**config.mk**
```make
export PLATFORM = sky130hd
export DESIGN_NAME = barrel_shift_arbiter
export DESIGN_NICKNAME = d
export VERILOG_FILES = /design/src/rtl/bsa_pkg.sv /design/src/rtl/barrel_shift4.sv /design/src/rtl/barrel_shift_arbiter.sv
export SDC_FILE = /design/constraint.sdc
export NUM_CORES = 1
export LEC_CHECK = 0
export BUFFER_PORTS_ARGS = -buffer_cell sky130_fd_sc_hd__buf_2
export CELL_PAD_IN_SITES_DETAIL_PLACEMENT = 2
export CELL_PAD_IN_SITES_GLOBAL_PLACEMENT = 2
export CORE_ASPECT_RATIO = 0.5
export CORE_MARGIN = 2
export CORE_UTILIZATION = 32
export CTS_CLUSTER_DIAMETER = 30
export CTS_CLUSTER_SIZE = 24
export DETAILED_ROUTE_END_ITERATION = 8
export PLACE_DENSITY = 0.9
export SYNTH_ARGS = -nofsm -noshare
export SYNTH_HDL_FRONTEND = slang
export SYNTH_SLANG_ARGS = --single-unit
```
**constraint.sdc**
```tcl
create_clock -name clk -period 1.9 [get_ports clk]
set_input_delay 0.38 -clock clk [delete_from_list [all_inputs] [get_ports clk]]
set_output_delay 0.38 -clock clk [all_outputs]
set_load 0.02 [all_outputs]
```
**src/rtl/bsa_pkg.sv**
```systemverilog
// Shared constants and types for barrel_shift_arbiter: widths, op codes,
// requester IDs, FSM states and the latched command record.
package bsa_pkg;

    localparam int DATA_W  = 4;
    localparam int SHAMT_W = 2;
    localparam int OP_W    = 3;

    localparam logic [OP_W-1:0] OP_SLL = 3'b000;
    localparam logic [OP_W-1:0] OP_SRL = 3'b001;
    localparam logic [OP_W-1:0] OP_ROL = 3'b010;
    localparam logic [OP_W-1:0] OP_ROR = 3'b011;
    localparam logic [OP_W-1:0] OP_SRA = 3'b100;

    localparam logic ID_A = 1'b0;
    localparam logic ID_B = 1'b1;

    typedef enum logic [1:0] {
        ST_IDLE = 2'b00,
        ST_EXEC = 2'b01,
        ST_HOLD = 2'b10
    } state_e;

    typedef struct packed {
        logic [OP_W-1:0]    op;
        logic [SHAMT_W-1:0] shamt;
        logic [DATA_W-1:0]  data;
        logic               id;
    } cmd_t;

endpackage

```
**src/rtl/barrel_shift4.sv**
```systemverilog
// Combinational 4-bit shifter: shift-by-1 stage followed by shift-by-2 stage.
// Defining BSA_ARITH_EN adds op 100 (SRA); otherwise op 100 is reported illegal.
module barrel_shift4
    import bsa_pkg::*;
(
    input  logic [OP_W-1:0]    op,
    input  logic [SHAMT_W-1:0] shamt,
    input  logic [DATA_W-1:0]  data,
    output logic [DATA_W-1:0]  result,
    output logic               err
);

    logic [DATA_W-1:0] stage1_s;
    logic [DATA_W-1:0] stage2_s;

    // Op legality decode
    always_comb begin
        err = 1'b1;
        case (op)
            OP_SLL:  err = 1'b0;
            OP_SRL:  err = 1'b0;
            OP_ROL:  err = 1'b0;
            OP_ROR:  err = 1'b0;
`ifdef BSA_ARITH_EN
            OP_SRA:  err = 1'b0;
`endif
            default: err = 1'b1;
        endcase
    end

    // Stage 1: shift by one position when shamt[0] is set
    always_comb begin
        stage1_s = data;
        if (shamt[0]) begin
            case (op)
                OP_SLL:  stage1_s = {data[2:0], 1'b0};
                OP_SRL:  stage1_s = {1'b0, data[3:1]};
                OP_ROL:  stage1_s = {data[2:0], data[3]};
                OP_ROR:  stage1_s = {data[0], data[3:1]};
`ifdef BSA_ARITH_EN
                OP_SRA:  stage1_s = {data[3], data[3:1]};
`endif
                default: stage1_s = 4'b0000;
            endcase
        end else begin
            stage1_s = data;
        end
    end

    // Stage 2: shift by two positions when shamt[1] is set; sign bit survives stage 1
    always_comb begin
        stage2_s = stage1_s;
        if (shamt[1]) begin
            case (op)
                OP_SLL:  stage2_s = {stage1_s[1:0], 2'b00};
                OP_SRL:  stage2_s = {2'b00, stage1_s[3:2]};
                OP_ROL:  stage2_s = {stage1_s[1:0], stage1_s[3:2]};
                OP_ROR:  stage2_s = {stage1_s[1:0], stage1_s[3:2]};
`ifdef BSA_ARITH_EN
                OP_SRA:  stage2_s = {{2{stage1_s[3]}}, stage1_s[3:2]};
`endif
                default: stage2_s = 4'b0000;
            endcase
        end else begin
            stage2_s = stage1_s;
        end
    end

    // Illegal ops always yield a zero result
    always_comb begin
        if (err) begin
            result = 4'b0000;
        end else begin
            result = stage2_s;
        end
    end

endmodule

```
**src/rtl/barrel_shift_arbiter.sv**
```systemverilog
// Round-robin arbiter sharing one barrel_shift4 between requesters A and B,
// with an IDLE/EXEC/HOLD sequencer and a registered, ID-tagged result port.
// Optional SRA support is enabled by defining BSA_ARITH_EN.
module barrel_shift_arbiter
    import bsa_pkg::*;
(
    input  logic               clk,
    input  logic               rst,
    input  logic               a_valid,
    output logic               a_ready,
    input  logic [OP_W-1:0]    a_op,
    input  logic [SHAMT_W-1:0] a_shamt,
    input  logic [DATA_W-1:0]  a_data,
    input  logic               b_valid,
    output logic               b_ready,
    input  logic [OP_W-1:0]    b_op,
    input  logic [SHAMT_W-1:0] b_shamt,
    input  logic [DATA_W-1:0]  b_data,
    output logic               out_valid,
    input  logic               out_ready,
    output logic [DATA_W-1:0]  out_data,
    output logic               out_id,
    output logic               out_err,
    output logic               busy
);

    state_e            state_r;
    state_e            state_next_s;
    logic              last_grant_r;
    cmd_t              cmd_r;
    logic [DATA_W-1:0] out_data_r;
    logic              out_id_r;
    logic              out_err_r;

    logic              grant_a_s;
    logic              grant_b_s;
    logic              a_ready_s;
    logic              b_ready_s;
    logic              out_valid_s;
    logic              busy_s;
    logic              accept_s;
    logic [DATA_W-1:0] shift_result_s;
    logic              shift_err_s;

    barrel_shift4 u_shift (
        .op     (cmd_r.op),
        .shamt  (cmd_r.shamt),
        .data   (cmd_r.data),
        .result (shift_result_s),
        .err    (shift_err_s)
    );

    // Round-robin pick: on a tie the requester not granted last time wins
    always_comb begin
        grant_a_s = 1'b0;
        grant_b_s = 1'b0;
        if (a_valid && b_valid) begin
            if (last_grant_r == ID_B) begin
                grant_a_s = 1'b1;
            end else begin
                grant_b_s = 1'b1;
            end
        end else if (a_valid) begin
            grant_a_s = 1'b1;
        end else if (b_valid) begin
            grant_b_s = 1'b1;
        end else begin
            grant_a_s = 1'b0;
            grant_b_s = 1'b0;
        end
    end

    assign accept_s = (a_ready_s && a_valid) || (b_ready_s && b_valid);

    // FSM state register
    always_ff @(posedge clk or posedge rst) begin
        if (rst) begin
            state_r <= ST_IDLE;
        end else begin
            state_r <= state_next_s;
        end
    end

    // FSM next-state logic
    always_comb begin
        state_next_s = state_r;
        case (state_r)
            ST_IDLE: begin
                if (accept_s) begin
                    state_next_s = ST_EXEC;
                end else begin
                    state_next_s = ST_IDLE;
                end
            end
            ST_EXEC: state_next_s = ST_HOLD;
            ST_HOLD: begin
                if (out_ready) begin
                    state_next_s = ST_IDLE;
                end else begin
                    state_next_s = ST_HOLD;
                end
            end
            default: state_next_s = ST_IDLE;
        endcase
    end

    // FSM outputs; ready is also masked by rst so nothing is offered during reset
    always_comb begin
        a_ready_s   = 1'b0;
        b_ready_s   = 1'b0;
        out_valid_s = 1'b0;
        busy_s      = 1'b0;
        case (state_r)
            ST_IDLE: begin
                a_ready_s = grant_a_s && !rst;
                b_ready_s = grant_b_s && !rst;
            end
            ST_EXEC: busy_s = 1'b1;
            ST_HOLD: begin
                busy_s      = 1'b1;
                out_valid_s = 1'b1;
            end
            default: begin
                busy_s      = 1'b0;
                out_valid_s = 1'b0;
            end
        endcase
    end

    // Command latch and grant history, updated only on an accepted transfer
    always_ff @(posedge clk or posedge rst) begin
        if (rst) begin
            last_grant_r <= ID_B;
            cmd_r.op     <= 3'b000;
            cmd_r.shamt  <= 2'b00;
            cmd_r.data   <= 4'b0000;
            cmd_r.id     <= ID_A;
        end else if (accept_s) begin
            if (grant_b_s) begin
                last_grant_r <= ID_B;
                cmd_r.op     <= b_op;
                cmd_r.shamt  <= b_shamt;
                cmd_r.data   <= b_data;
                cmd_r.id     <= ID_B;
            end else begin
                last_grant_r <= ID_A;
                cmd_r.op     <= a_op;
                cmd_r.shamt  <= a_shamt;
                cmd_r.data   <= a_data;
                cmd_r.id     <= ID_A;
            end
        end else begin
            last_grant_r <= last_grant_r;
            cmd_r        <= cmd_r;
        end
    end

    // Result register, loaded in EXEC and frozen through HOLD
    always_ff @(posedge clk or posedge rst) begin
        if (rst) begin
            out_data_r <= 4'b0000;
            out_id_r   <= 1'b0;
            out_err_r  <= 1'b0;
        end else if (state_r == ST_EXEC) begin
            out_data_r <= shift_result_s;
            out_id_r   <= cmd_r.id;
            out_err_r  <= shift_err_s;
        end else begin
            out_data_r <= out_data_r;
            out_id_r   <= out_id_r;
            out_err_r  <= out_err_r;
        end
    end

    assign a_ready   = a_ready_s;
    assign b_ready   = b_ready_s;
    assign out_valid = out_valid_s;
    assign busy      = busy_s;
    assign out_data  = out_data_r;
    assign out_id    = out_id_r;
    assign out_err   = out_err_r;

endmodule

```
==> Word level (Yosys, flattened, before mapping) <==
Index checks and enable logic that the tools add are counted.
{ "totals": {"regBits": 19, "inputBits": 23, "out_inout_bits": 10, "word_cells": 48} }
{ "op_classes": {"eq_ne": 5, "muxes": 22, "reduce_logical": 12} }
{ "op_table": {"columns": ["cell", "count"], "rows": [
  ["$pmux W4 S4", 1],
  ["$mux W1", 14],
  ["$mux W4", 3],
  ["$pmux W4 S3", 1],
  ["$mux W10", 1],
  ["$eq A3 B2 Y1 const B", 2],
  ["$pmux W2 S3", 1],
  ["$logic_and A1 B1 Y1", 5],
  ["$reduce_or A2 Y1", 2],
  ["$reduce_or A4 Y1", 1],
  ["$eq A3 B1 Y1 const B", 1],
  ["$logic_not A3 Y1", 1],
  ["$eq A2 B1 Y1 const B", 1],
  ["$eq A2 B2 Y1 const B", 1],
  ["$logic_not A2 Y1", 1],
  ["$mux W2", 1],
  ["$logic_not A1 Y1", 1],
  ["$logic_or A1 B1 Y1", 1]
]} }

==> Depth between registers and ports, before layout <==
{ "depth": {"depth_word": 9, "mapped_depth": 5, "mapped_depth_nobuf": 5} }

==> Cells and area by module <==
From an unflattened synthesis, not the netlist that was laid out.
{ "unflattened": {"hier_cells": 87, "hier_area_um2": 1122.3} }
{ "by_module_without_submodules": {"columns": ["mod", "n_inst", "cells_each", "area_per_inst_um2", "seq_area_each_um2"], "rows": [
  ["barrel_shift_arbiter", 1, 65, 939.7, 476.7],
  ["barrel_shift4", 1, 22, 182.7, 0.0]
]} }

==> Least setup slack after synthesis <==
OpenSTA, ideal clock, no wires.
{ "synth_path": {"kind": "reg-to-output", "startpoint": "register state_r[0]", "endpoint": "output port a_ready", "arrival_ns": 1.183, "t_required_ns": 1.520, "setup_slack_ns": 0.337, "stages_incl_launch_ff": 5, "cell_sequence": "dfrtp_1 -> inv_1 -> ha_1 -> nor2b_1 -> and3_1"} }
{ "synth_between": {"elab_chain_cells": 2} }
{ "synth_rtl": {"columns": ["element", "line_no", "source"], "rows": [
  ["from (decl)", "barrel_shift_arbiter.sv:27", "state_e state_r;"],
  ["from (signal assigned)", "barrel_shift_arbiter.sv:80", "state_r <= state_next_s;"],
  ["$logic_not A2 Y1", "barrel_shift_arbiter.sv:113", "case (state_r)"],
  ["$mux W1", "barrel_shift_arbiter.sv:113", null],
  ["to (decl)", "barrel_shift_arbiter.sv:10", "output logic a_ready,"]
]} }
Every way passes these cells.

==> Final worst setup path <==
{ "layout_path": {"startpoint": "register state_r[1]", "endpoint": "output port a_ready"} }
Same word-level chain as after synthesis.

==> flow_summary.toml <==
[outcome]
outcome = "finished clean"

[pwr]
power_density_nw_per_um2 = 1421
total_power_w = 0.002002
p_leak_nw = 0.6912
irDropWorstVdd_mv = 0.4510

[floorplan]
design.die.area_um2 = 4055
dieWidth_um = 88.08
pin_count = 33
initial_utilization_pct = 33.11
fp.coreArea_um2 = 3416
die_y_um = 46.04
rows = 15

[sta]
maxSlewViolCount = 0
whs_ns = 0.1657
hold_violations = 0
finClkSkew_ns = 0.01034
period_minus_slack_ns = 1.814
tightest_slew_ns = 0.5886
slew_headroom_pct = 60.75
finalSetupViolations = 0
min_period_over_period_pct = 95.45
max_freq_mhz = 551.4
setup_tns_ns = 0

[logic_synthesis]
ys_async_sr_fraction_pct = 100.0
synth_top_family_by_area = "multiplexers"
synth-seq-cells = 19
synth-xor-area-share_pct = 0
yosysMostFrequentCell = "dfrtp_1"
synth_nets = 125
yosys.area.top_type = "dfrtp_1"
ys_top_cells_by_area = "dfrtp_1 40%, mux2i_1 7.1%, mux2_1 7.0%, mux2_2 7.0%, ha_1 4.4%"
synthMuxAreaShare_pct = 21.02
yosys_warnings = 0
synthTopCellsByCount = "18 x dfrtp_1, 8 x inv_1, 8 x mux2i_1, 7 x mux2_1, 7 x mux2_2"
synth-adder-area-share_pct = 4.425
syn_avg_cell_area_um2 = 11.54
synth_area_um2 = 1131
synth_compound_area_share_pct = 12.28
synth-edff-count = 0
syn_inst = 98
ys_seq_area_share_pct = 42.15
yosys.cell_types.count = 34
ys.flop_type = "dfrtp_1"
synth_top_area_share_pct = 39.82
synth-simple-area-share_pct = 13.72

[clock_tree]
cts_tree = "built"
cts_made_buffers = 3
clock_sinks = 19
cts_hold_buf = 0
cts-root-buf = "clkbuf_8"
cts.path.max_buffers = 2
cts.reportedPaths.clkPinSlew_ns = 0.08
insertion_delay_ns = 0.27
htreeDepth = 1

[worst_setup_path]
worstPathArrival_ns = 1.43
cp_max_fo = 4
required_ns = 1.52
end_kind = "output pin"
crit_path_start_kind = "flop"
critical_path_class = "flop to output pin"

[place]
place.gp.congestion = 0.7782
dp_cells = 179
port-buffer-count = 32
dp_hpwl_mm = 2.156
place_area_um2 = 1328

[layout]
antenna_cells = 0
fin_nets = 163
layout-drive-gt1-share_pct = 40.00
fin_area_um2 = 1409
area_growth_pct = 24.56
fin_cells = 186

[drt]
via_per_inst = 4.892
wl_per_cell_um = 15.92
wl_mm = 2.962
drc = 0
first_pass_iters = 2
vias = 910
ant_nets = 0
drtIter0Drc = 13

[grt]
grt.total_usage_pct = 16.33
grt_max_degree = 20
grt-ovfl-total = 0
grt_pass1_vias = 978
antenna_found_initial = 0
grt_pass1_wl_mm = 4.843

[run]
maxCapViolCount = 0

[worst_hold_path]
hold_class = "input port to async pin"
==> state kept, by name, indices dropped and copies added (netlist names) <==
register and count:
cmd_r 10, last_grant_r 1, out_data 4, out_err 1
out_id 1, state_r 2
==> cell usage in the layout, fill, tap and decap left out, types with 3 or more instances in the layout <==
cell type  Yosys  layout
ha_1           4       4
mux2i_1        8       8
clkbuf_8       0       3
dfrtp_1       18      18
nor2_1         4       4
nor2b_1        4       3
buf_2          1      32
buf_4          0       5
mux2_2         7       7
inv_1          8       7
mux2_1         7       7
o22ai_1        3       3
nand2b_1       4       4
==> area by class of cell <==
cell class | instances | area [µm²]
inverter | 8 | 30.03
timing repair buffer | 37 | 197.7
fill | 390 | 2007
clock inverter | 1 | 5.005
multi-input combinational | 67 | 594.3
sequential | 19 | 476.7
tap | 51 | 63.81
clock buffer | 3 | 41.29
==> critical path, cell delays in order (launching register included) <==
cell,delay [ns]
dfrtp_1,0.42
inv_1,0.09
ha_1,0.14
nor2b_4,0.16
and3_4,0.19
buf_2,0.16
==> worst paths after layout <==
| kind | depth (start not counted) | slack [ns] | from | endpoint |
|---|---|---|---|---|
| worst max-delay path | 5 | 0.09 | state_r[1] | a_ready |
| worst min-delay path | 3 | 0.17 | rst | state_r[1] |
| worst max register to register | 6 | 0.22 | state_r[1] | cmd_r[8] |
| worst min register to register | 1 | 0.49 | out_id | out_id |
| max in group asynchronous | 3 | 1.47 | rst | last_grant_r |
| min in group clk | 2 | 0.28 | out_ready | state_r[1] |
==> where the power goes <==
part	switching, W	total, W	internal [W]
logic	0.000450	0.000898	0.000448
clock network	0.000143	0.000289	0.000146
registers	0.000219	0.000815	0.000596
==> logic make-up after synthesis <==
logic type | Yosys count
fa+ha+maj | 4
mux | 22
buf+inv | 12
flops | 19
compound gates | 18
simple gates | 23
==> layer usage <==
layer	up-vias	track usage, %	wire length (µm)
met3	5	4.529	148
met1	453	20.11	1348
met2	17	29.24	1437
met4	0	3.636	28
li1	435	-	-
met5	-	0	0
==> per-stage QoR <==
step | util [%] | worst slack, ns
final | 41.25 | 0.08636
after global routing | 41.25 | -0.006114
after CTS | 40.44 | 0.03312
after detailed placement | 38.86 | 0.1582
after global placement | 38.86 | 0.2179
after floorplan | - | 0.3368
==> what timing repair did <==
action	CTS	global route
endpoints found under the setup margin	2	2
gates cloned	0	0
buffers inserted	0	3
resized for setup	3	1
No activity file was read; power rests on OpenSTA's default activity.
